--- config.mk ---
export PLATFORM = sky130hd
export DESIGN_NAME = mux_4to1_rr
export DESIGN_NICKNAME = d
export VERILOG_FILES = /design/src/rtl/mux_4to1_rr.sv
export SDC_FILE = /design/constraint.sdc
export NUM_CORES = 1
export LEC_CHECK = 0
export CORE_MARGIN = 10
export CORE_UTILIZATION = 44
export DETAILED_ROUTE_END_ITERATION = 10
export GPL_ROUTABILITY_DRIVEN = 0
export PLACE_DENSITY = 0.81
export RECOVER_POWER = 25
export SETUP_SLACK_MARGIN = 0.3
export SLEW_MARGIN = 20
export SYNTH_ARGS = -nofsm -noshare
export SYNTH_HDL_FRONTEND = slang
export SYNTH_SLANG_ARGS = --single-unit
export TNS_END_PERCENT = 5
--- constraint.sdc ---
create_clock -name clk -period 4.77 [get_ports clk]
set_clock_uncertainty 0.1 [all_clocks]
set_input_delay 1.431 -clock clk [delete_from_list [all_inputs] [get_ports clk]]
set_output_delay 1.431 -clock clk [all_outputs]
set_load 0.05 [all_outputs]
--- src/rtl/mux_4to1_rr.sv ---
// Four-input valid/ready merger with round-robin arbitration and a registered,
// source-tagged output stage (dout/sel) suited to driving a 1:4 demultiplexer.
module mux_4to1_rr #(
  parameter int WIDTH = 8
) (
  input  logic             clk,
  input  logic             rst,
  input  logic [WIDTH-1:0] din0,
  input  logic [WIDTH-1:0] din1,
  input  logic [WIDTH-1:0] din2,
  input  logic [WIDTH-1:0] din3,
  input  logic             valid0,
  input  logic             valid1,
  input  logic             valid2,
  input  logic             valid3,
  output logic             ready0,
  output logic             ready1,
  output logic             ready2,
  output logic             ready3,
  output logic [WIDTH-1:0] dout,
  output logic [1:0]       sel,
  output logic             dout_valid,
  input  logic             dout_ready
);

  logic [WIDTH-1:0] dout_q, dout_d;
  logic [1:0]       sel_q, sel_d;
  logic [1:0]       ptr_q, ptr_d;
  logic             vld_q, vld_d;

  logic [WIDTH-1:0] din_arr [4];
  logic [3:0]       valid_vec;
  logic [3:0]       ready_vec;
  logic [7:0]       valid_dbl;
  logic [3:0]       valid_rot;
  logic [1:0]       offset;
  logic [1:0]       grant;
  logic             load_en;
  logic             any_valid;

  assign din_arr[0] = din0;
  assign din_arr[1] = din1;
  assign din_arr[2] = din2;
  assign din_arr[3] = din3;
  assign valid_vec  = {valid3, valid2, valid1, valid0};

  assign load_en   = !vld_q || dout_ready;
  assign any_valid = |valid_vec;

  // Rotate the requests so bit 0 is the channel at ptr; the lowest set bit
  // is then the round-robin winner, offset from ptr.
  assign valid_dbl = {valid_vec, valid_vec};
  assign valid_rot = valid_dbl[{1'b0, ptr_q} +: 4];

  always_comb begin
    offset = 2'd0;
    for (int i = 3; i >= 0; i--) begin
      if (valid_rot[i]) offset = 2'(i);
    end
  end

  assign grant = ptr_q + offset;

  // NOTE: every variable gets a default first so no path leaves it unassigned,
  // which would otherwise infer a latch.
  always_comb begin
    dout_d    = dout_q;
    sel_d     = sel_q;
    ptr_d     = ptr_q;
    vld_d     = vld_q;
    ready_vec = 4'b0000;
    if (load_en) begin
      if (any_valid) begin
        ready_vec[grant] = 1'b1;
        dout_d           = din_arr[grant];
        sel_d            = grant;
        vld_d            = 1'b1;
        ptr_d            = grant + 2'd1;
      end else begin
        vld_d = 1'b0;
      end
    end
  end

  // NOTE: state is updated with non-blocking assignments so every register
  // samples the pre-edge values regardless of statement order.
  always_ff @(posedge clk or posedge rst) begin
    if (rst) begin
      dout_q <= '0;
      sel_q  <= 2'd0;
      ptr_q  <= 2'd0;
      vld_q  <= 1'b0;
    end else begin
      dout_q <= dout_d;
      sel_q  <= sel_d;
      ptr_q  <= ptr_d;
      vld_q  <= vld_d;
    end
  end

  // Readies are combinational, so they are gated by reset directly.
  assign ready0 = ready_vec[0] && !rst;
  assign ready1 = ready_vec[1] && !rst;
  assign ready2 = ready_vec[2] && !rst;
  assign ready3 = ready_vec[3] && !rst;

  assign dout       = dout_q;
  assign sel        = sel_q;
  assign dout_valid = vld_q;

endmodule
==> results of run 1 <==
[worst max-delay path, cell delays in order]
cell and delay [ps]:
buf_6 70, buf_6 120, inv_12 40, o311ai_4 280, o21ai_1 110, o221ai_2 70
ha_2 260, xnor2_4 90, buf_6 140, xnor2_4 190, buf_4 160, nor2_4 40
buf_12 150
[area by class of cell]
class | instances | area [sq um]
clock buffer | 4 | 26.28
timing repair buffer | 73 | 718.2
sequential | 13 | 325.3
inverter | 2 | 20.02
fill | 219 | 797.0
tap | 33 | 41.29
multi-input combinational | 131 | 1075
[power breakdown]
part	leakage (uW)	switching [uW]	total, uW	internal [uW]
clock	0.0000150	42.2	74.7	32.5
sequential	0.000156	50.8	214	163
combinational	0.000705	715	1330	614
total	0.000876	808	1620	809
[kinds of logic (layout without fill, tap and decap cells)]
| logic type | after synthesis | in the layout | share of synthesized area [%] |
|---|---|---|---|
| flops | 13 | 13 | 23.96 |
| fa+ha+maj | 1 | 1 | 0.9215 |
| buf+inv | 15 | 79 | 5.530 |
| compound gates | 49 | 49 | 27.65 |
| mux | 19 | 19 | 14.66 |
| xor+xnor | 5 | 5 | 4.793 |
| simple gates | 57 | 57 | 22.49 |
[synth_stat cells (2+ instances only)]
master	number
nand2_1	18
nor2_1	14
dfrtp_1	13
mux2i_1	12
o21ai_0	10
nor2b_1	8
o21ai_1	8
a211o_1	7
a21oi_1	7
a311o_1	7
mux2_2	7
clkbuf_1	5
nand3_1	4
buf_1	3
buf_2	3
nand2b_1	3
buf_6	2
inv_1	2
nor3_1	2
xor2_1	2
[worst paths after layout]
path / startpoint / end / slack (ps) / cells past startpoint
max: valid3 / ready3 / 90 / 13
min: sel[1] / sel[1] / 390 / 2
max reg2reg: ptr_q[0] / dout[6] / 1600 / 11
min reg2reg: sel[1] / sel[1] / 390 / 2
max in group asynchronous: rst / dout[3] / 2200 / 3
min in group asynchronous: rst / sel[1] / 1870 / 3
[registers in the layout, indices dropped and copies added, names as in the netlist]
name and cells:
dout 8, dout_valid 1, ptr_q 2, sel 2
[repair_timing]
action / CTS / global route
setup endpoints to repair: 4 / 4
hold buffers: 0 / 0
resized for setup: 22 / 8
setup buffers: 4 / 0
pin swaps: 9 / 6
cloned: 0 / 0
[per-stage QoR]
stage               cell area, sq um  setup WS (ps)  utilization (%)
floorplan                       1464          22.25                -
global placement                2113         -312.7            70.38
detailed placement              2113         -382.6            70.38
CTS                             2196         -16.21            73.13
global route                    2206         -7.448            73.46
finish                          2206          92.80            73.46
[metal layers]
layer / track usage, % / up-vias
met2: 28.42 / 58
li1: - / 717
met1: 17.31 / 725
met4: 6.392 / 0
met5: 0 / -
met3: 6.510 / 8
==> metrics, run 1 <==
outcome=completed; Synth area leaders=dfrtp_1 24%, mux2i_1 8.8%, mux2_2 5.8%; maxcap violations=0; Avg Inst Size Synth=8.538 sq um; grt total ovfl=0; H-tree levels=1; initial antenna violation count=0; clock-pin slew on the worst setup and hold paths=90 ps; clock buffer depth=2; row count=20; CP endpoint kind=output pin; fraction of layout cells with a size suffix above 1=25.56%; vias=1,508; Mapped Cells=159; Yosys top cell area share=23.96%; Peak VDD IR=0.3308 mV; core area=0.003003 sq mm; crit path launch type=primary input; CTS tree=done; Global Route Usage Sum=16.36%; dpl cells=248; dpl hpwl=3439 microns; area delta synth->final=62.49%; critical path class=in2out; worst min-delay path class=reg2reg; max_slew headroom=46.15%; DIE AREA=0.005707 sq mm; drt initial violations=107; Port Buffers=53; Yosys top cell by area=dfrtp_1; Leak=0.0008757 uW; CTS Sinks=13; Post-synth EDFFs=0; largest net degree at the start of global routing=22; top layer in use=met4; Post-Route Setup TNS=0 ps; number of global-route vias before repair=1,620; CP arrival=3150 ps; first-pass iteration count of the detailed router=4; routed wl met3=384 microns; Final Slew Violations=0; syn nets=199; met1 WL=1742 microns; post-synth cell types=42; Total Power=1617 uW; ys async rst share=100.0%; post-route ant nets=0; PwrDens=733.2 mW/mm^2; root buf cell=clkbuf_4; Hold Vio Cnt, Final=0; mapped cell area=0.001358 sq mm; period utilisation layout=98.05%; I/O pin count=54; Worst Tran Pin Value=807.7 ps; n_diodes=0; sequential fraction of the synthesis area=23.96%; CP Max Fanout=3; Fmax achieved=213.8 MHz; met2 WL=2390 microns; ys flop type=dfrtp_1; Nets=264; yosys warns=0; worst hold slack=391.7 ps; DRC=0; die width=75.55 microns; initial core utilization=45.21%; most common cell after layout, fill and taps aside=clkdlybuf4s50_1; commonest non-fill, non-tap cells in the layout=44 x clkdlybuf4s50_1, 17 x nand2_1, 15 x buf_4, 13 x dfrtp_1, 12 x mux2i_1; Routed WL per cell=17.86 microns; clk_lat worst skew=280 ps; first-pass GRT wire length=7293 microns; die height=75.55 microns; Finished Layout Cells=256; CTS buffer count=3; Yosys reg bits=13; final WL=4571 microns; post-DR vias/cell=5.891; unrepaired setup endpoints after global routing=yes; Final Setup Violations=0; Worst Path Required=3240 ps; Period minus WS final=4677 ps
Note: power is estimated with default switching activity, not from simulation.
==> run 2: changes to the inputs <==
- PLACE_DENSITY: 0.81 -> 0.79
==> metrics, run 2 (synthesis gave the netlist of run 1 again) <==
met3 usage=4.948%; drt initial violations=121; CP arrival=3100 ps; CP max stage cell=ha_2; max_slew headroom=45.71%; commonest non-fill, non-tap cells in the layout=44 x clkdlybuf4s50_1, 18 x nand2_1, 13 x dfrtp_1, 13 x buf_4, 11 x mux2i_1; GR Layer Usage met2=28.80%; number of global-route vias before repair=1,648; final WL=4582 microns; n_diodes=0; Post-Route Setup TNS=0 ps; met1 Use GR=17.90%; Nets=263; grt total ovfl=0; dpl hpwl=3426 microns; Hold Vio Cnt, Final=0; Fmax achieved=216.1 MHz; dpl cells=248; Worst Path Required=3240 ps; Global Route Usage Sum=16.16%; maxcap violations=0; largest net degree at the start of global routing=22; first-pass GRT wire length=7389 microns; busiest grt layer=met2; clock-pin slew on the worst setup and hold paths=110 ps; PwrDens=735.0 mW/mm^2; CTS buffer count=3; Final WS setup=143.3 ps; Worst Tran Pin Value=814.3 ps; Final Slew Violations=0; area delta synth->final=64.52%; Finished Layout Cells=255; fill cell count=230; period utilisation layout=97.00%; die width=75.55 microns; Final Setup Violations=0; clk_lat worst skew=300 ps; unrepaired setup endpoints after global routing=yes; Period minus WS final=4627 ps; pre-CTS WS=-347.1 ps; root buf cell=clkbuf_4; initial core utilization=45.21%; vias=1,497; worst min-delay path class=reg2reg; CP peak stage delay=250 ps; most common cell after layout, fill and taps aside=clkdlybuf4s50_1; CP endpoint kind=output pin; hold buffer count at cts=0; DRC=0; Routed WL per cell=17.97 microns; outcome=completed; crit path launch type=primary input; post-DR vias/cell=5.871; max reg flops=8; CP Max Fanout=4; final instance area=0.002233 sq mm; Port Buffers=53; first-pass iteration count of the detailed router=4; initial antenna violation count=0; CTS tree=done; fraction of layout cells with a size suffix above 1=27.03%; critical path class=in2out; Post-Place Cell Area=0.002113 sq mm; CTS Sinks=13; final core utilization=74.38%; I/O pin count=54; Peak VDD IR=0.3581 mV; die height=75.55 microns; H-tree levels=1; DIE AREA=0.005707 sq mm; row count=20; clock buffer depth=2; core area=0.003003 sq mm; post-route ant nets=0; worst-path cell chain=buf_6 -> buf_8 -> inv_12 -> nand3_2 -> o311ai_4 -> o21ai_2 -> o221ai_2 -> ha_2 -> xnor2_4 -> buf_6 -> xnor2_4 -> nor4_4 -> buf_12; Leak=0.0008849 uW
## run 2: worst max-delay path: cells and delay by family
family / cells / cell delay [ps]
buf+inv: 5 / 540
fa+ha+maj: 1 / 250
compound gates: 3 / 300
simple gates: 2 / 270
xor+xnor: 2 / 290
## run 2: final cells by class
type | instances | area, sq um | area share [%]
clock buffer | 4 | 26.28 | 1.176
multi-input combinational | 131 | 1096 | 49.08
tap | 33 | 41.29 | 1.849
inverter | 2 | 20.02 | 0.8964
timing repair buffer | 72 | 724.4 | 32.44
sequential | 13 | 325.3 | 14.57
## run 2: path summary, 6_finish.rpt
kind                                from       to  slack, ps  cells past startpoint
worst max-delay path              valid3   ready2        140                     13
worst min-delay path              sel[1]   sel[1]        400                      2
worst max register to register  ptr_q[0]  dout[1]       1550                     11
worst min register to register    sel[1]   sel[1]        400                      2
max in group asynchronous            rst  dout[3]       2180                      3
min in group asynchronous            rst   sel[1]       1870                      3
## run 2: what timing repair did
item,4_1_cts,5_1_grt
gates resized for setup,27,9
endpoints found under the setup margin,4,4
buffers inserted,3,0
endpoints found under the hold margin,0,0
pin swaps,9,6
## run 2: layer usage
layer,wire (microns),vias to the layer above
li1,-,717
met1,1778,725
met2,2445,49
met3,313,6
met4,45,0
met5,0,-
## run 2: where the power goes
part | leakage (uW) | internal [uW] | switching, uW | total, uW
Combinational | 0.000714 | 630 | 721 | 1350
Clock | 0.0000150 | 32.6 | 44.8 | 77.3
Sequential | 0.000156 | 163 | 50.4 | 213
Total | 0.000885 | 826 | 816 | 1640
## run 2: stage by stage
step                      power [uW]  hold WS (ps)
after global placement          1454         357.1
after detailed placement        1489         384.4
after global routing            1747         445.6
after CTS                       1604         406.9
final                           1642         399.3
after floorplan                 1161         570.1
==> variant, RTL diff (settings of run 1) <==
The parameter `WIDTH` goes from 8 to 12.
--- a/src/rtl/mux_4to1_rr.sv
+++ b/src/rtl/mux_4to1_rr.sv
@@ -2,5 +2,5 @@
 // source-tagged output stage (dout/sel) suited to driving a 1:4 demultiplexer.
 module mux_4to1_rr #(
-  parameter int WIDTH = 8
+  parameter int WIDTH = 12
 ) (
   input  logic             clk,
Interface: changed (5 resized); port bits go from 54 to 74. No check against the original RTL was run, so the function may have changed too.
==> variant against run 1 <==
The flow now finishes with violations (negative setup slack); cell area increased by 40%; sequential cell count increased by 4; utilization rose by 2.9 points; power grew 38%; sequential power up 30%; wire length is 36% higher; clock power up 50%; area after synthesis rose by 37%; setup slack got worse by 0.19 ns; largest cell class unchanged.
==> variant: results (changes against run 1) <==
combinational power 1.85 mW (was 1.33 mW); max FFs per register 12 (was 8); Yosys cell types 38 (was 42); routed vias 2,020 (was 1,508); Gate power share 82.5% (was 82.2%); Worst Hold End sel[0]$_DFFE_PP0P_ (was sel[1]$_DFFE_PP0P_); Worst setup endpoint ready2 (was ready3); first-pass GRT wire length 10,000 µm (was 7290 µm); mean area per synthesized cell 9.13 µm² (was 8.54 µm²); final worst-path setup slack -0.101 ns (was 0.0928 ns); failing checks negative setup slack; LEAKAGE 1.33 nW (was 0.876 nW); Max VDD drop 0.534 mV (was 0.331 mV); mux share of post-synthesis cell area 21.2% (was 14.7%); R2R Setup Slk 1.67 ns (was 1.60 ns); run status complete, but fails checks (was completed); final setup fails 4 (was 0); Critical Path Source valid2 (was valid3); area of the die 7240 µm² (was 5710 µm²); Max stage delay on crit path 0.40 ns (was 0.28 ns); nets 349 (was 264); clock power share 5.0% (was 4.6%); cells taking the most area after synthesis dfrtp_1 (23%), mux2i_1 (14%), mux2_2 (7.3%), o31ai_2 (6.7%), o211a_1 (6.4%) (was dfrtp_1 (24%), mux2i_1 (8.8%), mux2_2 (5.8%), a311o_1 (5.2%), nand2_1 (5.0%)); CTS root buf clkbuf_8 (was clkbuf_4); Reg clk slew, reported paths 0.07 ns (was 0.09 ns); adder-cell area share of the yosys netlist 0.672% (was 0.922%); GRT Util Overall 16.2% (was 16.4%); Post-Place Cells 325 (was 248)
variant: cell count changes after synthesis, moves of 8 or more:
cell / run 1 / this run
nand3_1: 4 / 15
a32oi_1: 0 / 12
o21ai_1: 8 / 0
nor3_1: 2 / 15
mux2i_1: 12 / 26
nor2b_1: 8 / 0
nand2_1: 18 / 7
o31ai_2: 0 / 10
nor2_1: 14 / 6
and3_1: 0 / 12
o211a_1: 0 / 12
variant: timing repair:
action,in CTS,in global routing
pin swaps,9,8
endpoints found under the setup margin,4,4
cloned,0,0
resized for setup,25,8
hold endpoints to repair,0,0
buffers inserted,5,8
variant: stage by stage:
stage / TNS (ns) / util, % / worst slack [ns] / cell area, µm² / hold slack (ns)
6_report: -0.316 / 76.3 / -0.101 / 3100 / 0.382
5_1_grt: -0.740 / 76.3 / -0.204 / 3100 / 0.406
4_1_cts: -0.241 / 74.7 / -0.109 / 3030 / 0.385
3_5_place_dp: -1.80 / 70.4 / -0.467 / 2860 / 0.367
3_3_place_gp: -1.23 / 70.4 / -0.310 / 2860 / 0.366
2_1_floorplan: 0 / - / 0.00516 / 2000 / 0.571
variant: layer usage:
layer	up-vias	part of all wire, %	global-route usage, %	wire length (µm)
met4	0	2.1	4.49	130
met1	954	40	20.1	2520
met2	80	50	27.2	3130
met3	14	7.5	3.54	465
met5	-	0	0	0
li1	972	-	-	-
variant: area by class of cell:
| cell class | instances | share of cell area (%) |
|---|---|---|
| clock buffer | 4 | 1.45 |
| tap | 50 | 2.02 |
| sequential | 17 | 13.7 |
| multi-input combinational | 159 | 48.6 |
| timing repair buffer | 109 | 33.8 |
| inverter | 3 | 0.363 |
variant: worst min-delay path: cells and delay by family, from the launching register on:
family	cells	cell delay (ns)
flops	1	0.35
simple gates	2	0.11
